`config.mk`:
```
export PLATFORM = sky130hd
export DESIGN_NAME = fetch_realign_queue
export DESIGN_NICKNAME = d
export VERILOG_FILES = /design/src/rtl/fetch_realign_queue.sv
export SDC_FILE = /design/constraint.sdc
export NUM_CORES = 1
export LEC_CHECK = 0
export ABC_AREA = 1
export CORE_ASPECT_RATIO = 0.5
export CORE_MARGIN = 8
export CORE_UTILIZATION = 54
export CTS_CLUSTER_DIAMETER = 200
export DETAILED_ROUTE_END_ITERATION = 8
export MAX_ROUTING_LAYER = met4
export PLACE_DENSITY_LB_ADDON = 0.2
export SKIP_LAST_GASP = 1
export SLEW_MARGIN = 30
export SYNTH_ARGS = -nofsm -noshare
export SYNTH_HDL_FRONTEND = slang
export SYNTH_SLANG_ARGS = --single-unit
```
`constraint.sdc`:
```
create_clock -name clk -period 6.3 [get_ports clk]
set_input_delay 1.26 -clock clk [delete_from_list [all_inputs] [get_ports clk]]
set_output_delay 1.26 -clock clk [all_outputs]
set_load 0.02 [all_outputs]
```
`src/rtl/fetch_realign_queue.sv`:
```
// rtl/fetch_realign_queue.sv - halfword-granular fetch realign queue between fetch and decode
module fetch_realign_queue #(
  parameter int DEPTH      = 4,
  parameter int WORD_WIDTH = 32,
  parameter int ADDR_WIDTH = 32,
  localparam int SLOTS     = 2 * DEPTH,
  localparam int PW        = $clog2(SLOTS),
  localparam int CW        = $clog2(SLOTS + 1)
) (
  input  logic                  clk,
  input  logic                  rst_n,
  input  logic                  flush_i,
  input  logic [ADDR_WIDTH-1:0] flush_addr_i,
  input  logic                  in_valid_i,
  output logic                  in_ready_o,
  input  logic [WORD_WIDTH-1:0] in_data_i,
  input  logic [ADDR_WIDTH-1:0] in_addr_i,
  output logic                  out_valid_o,
  input  logic                  out_ready_i,
  output logic [31:0]           out_instr_o,
  output logic [ADDR_WIDTH-1:0] out_addr_o,
  output logic                  out_is_rvc_o,
  output logic [CW-1:0]         count_o
);

  // Halfword storage: instruction bits and the halfword address of each slot
  logic [15:0]           hw_mem   [SLOTS];
  logic [ADDR_WIDTH-1:0] addr_mem [SLOTS];

  logic [PW-1:0] rptr;
  logic [PW-1:0] wptr;
  logic [CW-1:0] count;
  logic          skip;

  logic [15:0]           hw0;
  logic [15:0]           hw1;
  logic                  head_rvc;
  logic                  has1;
  logic                  has2;
  logic                  wr_en;
  logic                  rd_en;
  logic [CW-1:0]         wr_n;
  logic [CW-1:0]         rd_n;
  logic [ADDR_WIDTH-1:0] lo_addr;
  logic [ADDR_WIDTH-1:0] hi_addr;
  logic                  flush_skip;

  // Head decode, handshakes and per-cycle halfword transfer amounts
  always_comb begin
    hw0          = hw_mem[rptr];
    hw1          = hw_mem[rptr + PW'(1)];
    head_rvc     = (hw0[1:0] != 2'b11);
    has1         = (count != '0);
    has2         = (count >= CW'(2));
    out_valid_o  = (has1 & head_rvc) | has2;
    out_is_rvc_o = has1 & head_rvc;
    out_instr_o  = head_rvc ? {16'h0000, hw0} : {hw1, hw0};
    out_addr_o   = addr_mem[rptr];
    count_o      = count;
    // Room for a whole word is needed even when only the high half will be kept
    in_ready_o   = (count <= CW'(SLOTS - 2));
    wr_en        = in_valid_i & in_ready_o & ~flush_i;
    rd_en        = out_valid_o & out_ready_i & ~flush_i;
    wr_n         = '0;
    if (wr_en) wr_n = skip ? CW'(1) : CW'(2);
    rd_n         = '0;
    if (rd_en) rd_n = head_rvc ? CW'(1) : CW'(2);
    lo_addr      = in_addr_i & ~ADDR_WIDTH'(3);
    hi_addr      = lo_addr | ADDR_WIDTH'(2);
    flush_skip   = |(flush_addr_i & ADDR_WIDTH'(2));
  end

  // Pointer, occupancy and skip-flag state; flush overrides any transfer
  always_ff @(posedge clk or negedge rst_n) begin
    if (!rst_n) begin
      rptr  <= '0;
      wptr  <= '0;
      count <= '0;
      skip  <= 1'b0;
    end else if (flush_i) begin
      rptr  <= '0;
      wptr  <= '0;
      count <= '0;
      skip  <= flush_skip;
    end else begin
      wptr  <= wptr + PW'(wr_n);
      rptr  <= rptr + PW'(rd_n);
      count <= count + wr_n - rd_n;
      if (wr_en) skip <= 1'b0;
    end
  end

  // Halfword writes; after a mid-word restart only the upper halfword is kept
  always_ff @(posedge clk) begin
    if (wr_en) begin
      if (skip) begin
        hw_mem[wptr]   <= in_data_i[31:16];
        addr_mem[wptr] <= hi_addr;
      end else begin
        hw_mem[wptr]             <= in_data_i[15:0];
        addr_mem[wptr]           <= lo_addr;
        hw_mem[wptr + PW'(1)]    <= in_data_i[31:16];
        addr_mem[wptr + PW'(1)]  <= hi_addr;
      end
    end
  end

endmodule
```
Word-level counts from Yosys, hierarchy flattened

Memories as Yosys holds them, arrays and structs flattened.
Index checks and enable logic that the tools add are counted.

Memory bits (read-only): 0
RAM bits: 376
Word-level logic and storage cells: 44
Bits in latches: 0
Flip-flop bits (word level): 11
Input port bits: 101
Memories: 2
Output and inout port bits: 71

Reduce and logical (&&, ||, !) cells: 2
Multiplexer cells: 18
Shift operators: 0
Multipliers: 0
Div/mod/pow operators: 0
Add/sub/neg operators: 6
Bitwise operators: 9
Eq/ne operators: 1
Magnitude comparators: 2

Memories:

| name     | depth | width | read ports | clocked after memory_dff | write ports | line | text |
|---|---|---|---|---|---|---|---|
| addr_mem | 8     | 31    | 1          | 0                        | 2           | 28   | `logic [ADDR_WIDTH-1:0] addr_mem [SLOTS];` |
| hw_mem   | 8     | 16    | 2          | 0                        | 2           | 27   | `logic [15:0] hw_mem [SLOTS];` |

Operators with widths:

| operator                                                                             | number |
|---|---|
| 32-bit 2-to-1 mux                                                                    | 1 |
| 31-bit 2-to-1 mux                                                                    | 1 |
| 16-bit 2-to-1 mux                                                                    | 1 |
| 1-bit 2-to-1 mux                                                                     | 8 |
| 2-bit 2-to-1 mux                                                                     | 4 |
| 3-bit by 1-bit adder with 3-bit output (second input constant)                       | 2 |
| 3-bit by 2-bit adder with 3-bit output                                               | 2 |
| 3-bit 2-to-1 mux                                                                     | 2 |
| 1-bit AND                                                                            | 5 |
| 4-bit by 2-bit adder with 4-bit output                                               | 1 |
| 4-bit by 2-bit greater-or-equal comparator with 1-bit output (second input constant) | 1 |
| 4-bit by 3-bit <= comparator with 1-bit output (second input constant)               | 1 |
| 4-bit 2-to-1 mux                                                                     | 1 |
| 4-bit nonzero test                                                                   | 1 |
| 4-bit by 2-bit subtractor with 4-bit output                                          | 1 |
| 1-bit bitwise OR                                                                     | 3 |
| 2-bit != test (second input constant)                                                | 1 |
| 2-bit nonzero test                                                                   | 1 |
| 1-bit inverter                                                                       | 1 |

Longest topological paths before layout

An unclocked memory read counts as a cell.

Depth in word-level cells: 9
Mapped depth: 18

Least setup slack after synthesis

OpenSTA, ideal clock, no wires.

Path type: input -> register
Start point: input port in_valid_i
End point: memory addr_mem[0][10] (netlist name), enable pin
Stages on the path: 8
Data required time: 5896 ps
Library setup time: 404 ps
Slack: 2698 ps
Arrival time: 3198 ps
Path through: inv_1 nor2_2 nand3_4 clkinv_2 nand2_1 buf_2 buf_4 nand2_1

RTL lines:

| item            | line | text |
|---|---|---|
| start, declared | 14   | `input logic in_valid_i,` |
| end, declared   | 28   |  |

Worst setup path in the final report

Start point: register rptr[0]
End point: output port out_valid_o

Longest elaborated chain between the ends: 4

RTL lines:

| item                   | line | text |
|---|---|---|
| start, declared        | 30   | `logic [PW-1:0] rptr;` |
| start signal, assigned | 87   | `rptr <= rptr + PW'(rd_n);` |
| memory read 8 x 16 bit | n/a  |  |
| 2-bit != test          | 52   | `head_rvc = (hw0[1:0] != 2'b11);` |
| 1-bit AND              | 55   | `out_valid_o = (has1 & head_rvc) \| has2;` |
| 1-bit bitwise OR       | 55   |  |
| end, declared          | 18   | `output logic out_valid_o,` |

Every way passes these cells.

==> metrics.md <==
| Metric | Value |
|---|---|
| Clock Sinks | 387 |
| Total gr overflow | 0 |
| Critical path class | reg -> out |
| TNS Setup | 0 ns |
| DP Worst Slack | 1.65 ns |
| Status | complete, no violations |
| Worst Path Max Fanout | 88 |
| Initial Utilization | 54.2% |
| Relative slew slack | 34.9% |
| CP max-delay cell | nand2_1 |
| Die height | 152 um |
| Mapped Cells | 2309 |
| Synth Area in XOR/XNOR | 0.0873% |
| Post-cts sizing count | 0 |
| CP most frequent cell | nand2_1 |
| Final Slew Violations | 0 |
| Critical Path Sink Type | primary output |
| Hpwl dp | 32.6 mm |
| GPL Wtd Cong | 0.840 |
| Slowest stage delay, CP | 0.74 ns |
| CTS tree | yes |
| Main flop type after synthesis | edfxtp_1 |
| Peak supply drop | 0.000178 V |
| Leading area contributor after synthesis | edfxtp_1 |
| Initial antenna violation count | 0 |
| Row cnt | 50 |
| WL per Instance | 21.3 um |
| Drt via density | 6.00 |
| Detailed Routing Iterations Pass 1 | 6 |
| Largest family of logic cells by synthesized area | simple AND/OR/NAND/NOR gates |
| Number of global-route vias before repair | 16648 |
| Post-Syn Nets | 2424 |
| Setup bufs post-CTS | 0 |
| Clk slew on worst S/H paths | 0.07 ns |
| GRT Overall Usage | 27.7% |
| Adder-cell share of the synthesized area | 1.02% |
| Synth area leaders | edfxtp_1, nand2_1, nor2_1 |
| # nets final | 2460 |
| Port Buffer Count | 137 |
| Sequential area share after synthesis | 57.2% |
| Inst Count DP | 2800 |
| Hold Fails Final Rpt | 0 |
| Compound-gate portion of the synthesized area | 13.3% |
| Via Count | 17185 |
| Period utilization | 83.4% |
| Cell chain of the critical path | buf_4 > nand2_1 > nand3_1 > nand2_1 > nand2_1 > nand2_1 > nand2_1 > nand2_1 > nand2_1 > clkdlybuf4s50_1 |
| Diode count | 0 |
| Area growth syn-to-layout | 14.0% |
| Least-Margin Pin Slew | 0.975 ns |
| Max Cap Viol | 0 |
| Post-synthesis mux area share | 0% |
| Ys Warns | 0 |
| Root buf cell | clkbuf_16 |
| Finished Layout Cells | 2862 |
| DIE AREA | 0.0440 mm^2 |
| Routed Antenna Nets | 0 |
| Hold Path Class | reg -> reg |
| Synth Area in Simple Gates | 22.5% |
| Static leakage | 9.24 nW |
| Setup Skew | 0.0145 ns |
| Fmax | 190 MHz |
| Die X | 289 um |
| Hold_buf cts | 0 |
| Post-layout min period | 5.25 ns |
| Pwr dens | 336 mW/mm^2 |
| Proportion of layout cells with a drive suffix above 1 | 6.12% |
| Top Ports | 172 |
| Clock Tree Buf Depth | 3 |
| Core box area | 0.0370 mm^2 |
| Post-synth ARST share | 2.84% |
| Yosys top cell area share | 55.0% |
| Yosys reg bits | 387 |
| Routed WL | 61.0 mm |
| Required time of the worst setup path | 5.04 ns |
| Fin worst setup slack | 1.05 ns |
| First-pass GRT wire length | 93.5 mm |
| Clock latency on the worst-skew pair | 0.54 ns |
| Unique masters post-synth | 34 |
| EDFF count, synth | 368 |
| DRC violations left | 0 |
| Final Setup Violations | 0 |
| Area of the mapped netlist | 0.0201 mm^2 |
| Worst EP arrival | 3.99 ns |
| DRT iter0 DRCs | 2066 |
| RSZ-0062 raised after global routing | no |
| Filler Cell Count | 3113 |
| Largest net degree at the start of global routing | 149 |
| Htree depth | 2 |
| TritonCTS Buffers | 37 |
| Avg Cell Area, Syn | 8.69 um^2 |
| Critical Path Source Type | flop |
registers in the layout, indices dropped and copies added (netlist names):
register and cells:
hw_mem 128, wptr 3, count_o 4, rptr 3, addr_mem 248, skip 1
power breakdown:
group	internal [W]	switching, W	total, W	leakage [nW]
logic	0.000839	0.00161	0.00245	4.97
clock network	0.00120	0.000988	0.00219	0.550
registers	0.00298	0.0000734	0.00305	3.72
total	0.00502	0.00267	0.00769	9.24
metrics by stage:
stage / util (%) / cell area (um^2) / power [W] / hold WS [ns]
finish: 61.8 / 22900 / 0.00769 / 0.494
detailed placement: 58.7 / 21700 / 0.00553 / 0.478
global placement: 58.6 / 21700 / 0.00548 / 0.465
global route: 61.8 / 22900 / 0.00802 / 0.512
floorplan: - / 20100 / 0.00464 / 0.451
CTS: 61.8 / 22900 / 0.00768 / 0.495
metal layers:
layer | vias up | part of all wire [%] | GRT usage (%)
li1 | 7910 | - | -
met1 | 8145 | 39 | 36.5
met2 | 976 | 47 | 43.7
met3 | 154 | 11 | 4.32
met4 | 0 | 2.9 | 9.71
met5 | - | 0 | -
logic make-up after synthesis:
logic type / Yosys count
AOI/OAI and AO/OA: 496
other: 1
DFF: 387
adders and majority gates: 14
and+or+nand+nor: 1134
xor gates and xnor gates: 2
buffers and inverters: 275
area by class of cell:
| type | instances | area [um^2] | area share [%] |
|---|---|---|---|
| Sequential cell | 387 | 11500 | 50.2 |
| Multi-Input combinational cell | 1647 | 7470 | 32.7 |
| Timing Repair Buffer | 182 | 1820 | 7.97 |
| Clock buffer | 44 | 952 | 4.16 |
| Tap cell | 494 | 618 | 2.70 |
| Inverter | 90 | 344 | 1.50 |
| Clock inverter | 18 | 173 | 0.755 |
synth_stat cells, types with 6 or more instances:
master and instances:
buf_1 6, buf_2 50, buf_4 7, nand3_1 113, dfrtp_1 11, nand2_1 603
clkbuf_1 116, nand4_1 16, buf_6 6, nor2_1 383, o21bai_1 14, o21ai_0 209
nand2_2 9, o21ai_1 25, dfxtp_1 8, o211ai_1 8, inv_1 83, ha_1 10
o22ai_1 90, edfxtp_1 368, a21oi_1 146
layout by cell type (no fill, tap or decap), types with 2 or more instances in the layout:
master / instances
nand2_1: 595
nor2_1: 379
edfxtp_1: 368
o21ai_0: 209
a21oi_1: 146
clkdlybuf4s50_1: 137
nand3_1: 113
o22ai_1: 90
inv_1: 76
clkbuf_16: 37
buf_4: 35
o21ai_1: 25
nand2_2: 17
nand4_1: 16
o21bai_1: 14
inv_2: 11
ha_1: 10
o211ai_1: 8
clkinv_2: 8
dfxtp_1: 8
dfrtp_1: 8
nor2_4: 7
clkbuf_1: 7
buf_12: 7
nor2_2: 5
clkinv_1: 5
fa_1: 4
inv_6: 3
bufinv_16: 3
o21a_1: 2
clkinvlp_4: 2
buf_6: 2
dfrtp_2: 2
worst max-delay path: cells and delay by family (launching register included):
kind	cells	cell delay (ns)
buffers and inverters	2	1.32
DFF	1	0.58
and+or+nand+nor	8	1.53
final timing paths:
path / startpoint / to / slack (ns) / depth (start not counted)
max: rptr[0] / out_valid_o / 1.05 / 10
min in group asynchronous: rst_n / count_o[0] / 1.08 / 1
min reg2reg: addr_mem[1][0] / addr_mem[1][0] / 0.49 / 2
max in group asynchronous: rst_n / rptr[0] / 4.80 / 1
max reg2reg: rptr[0] / count_o[3] / 2.14 / 16
min: addr_mem[1][0] / addr_mem[1][0] / 0.49 / 2
Note: power is estimated with default switching activity, not from simulation.
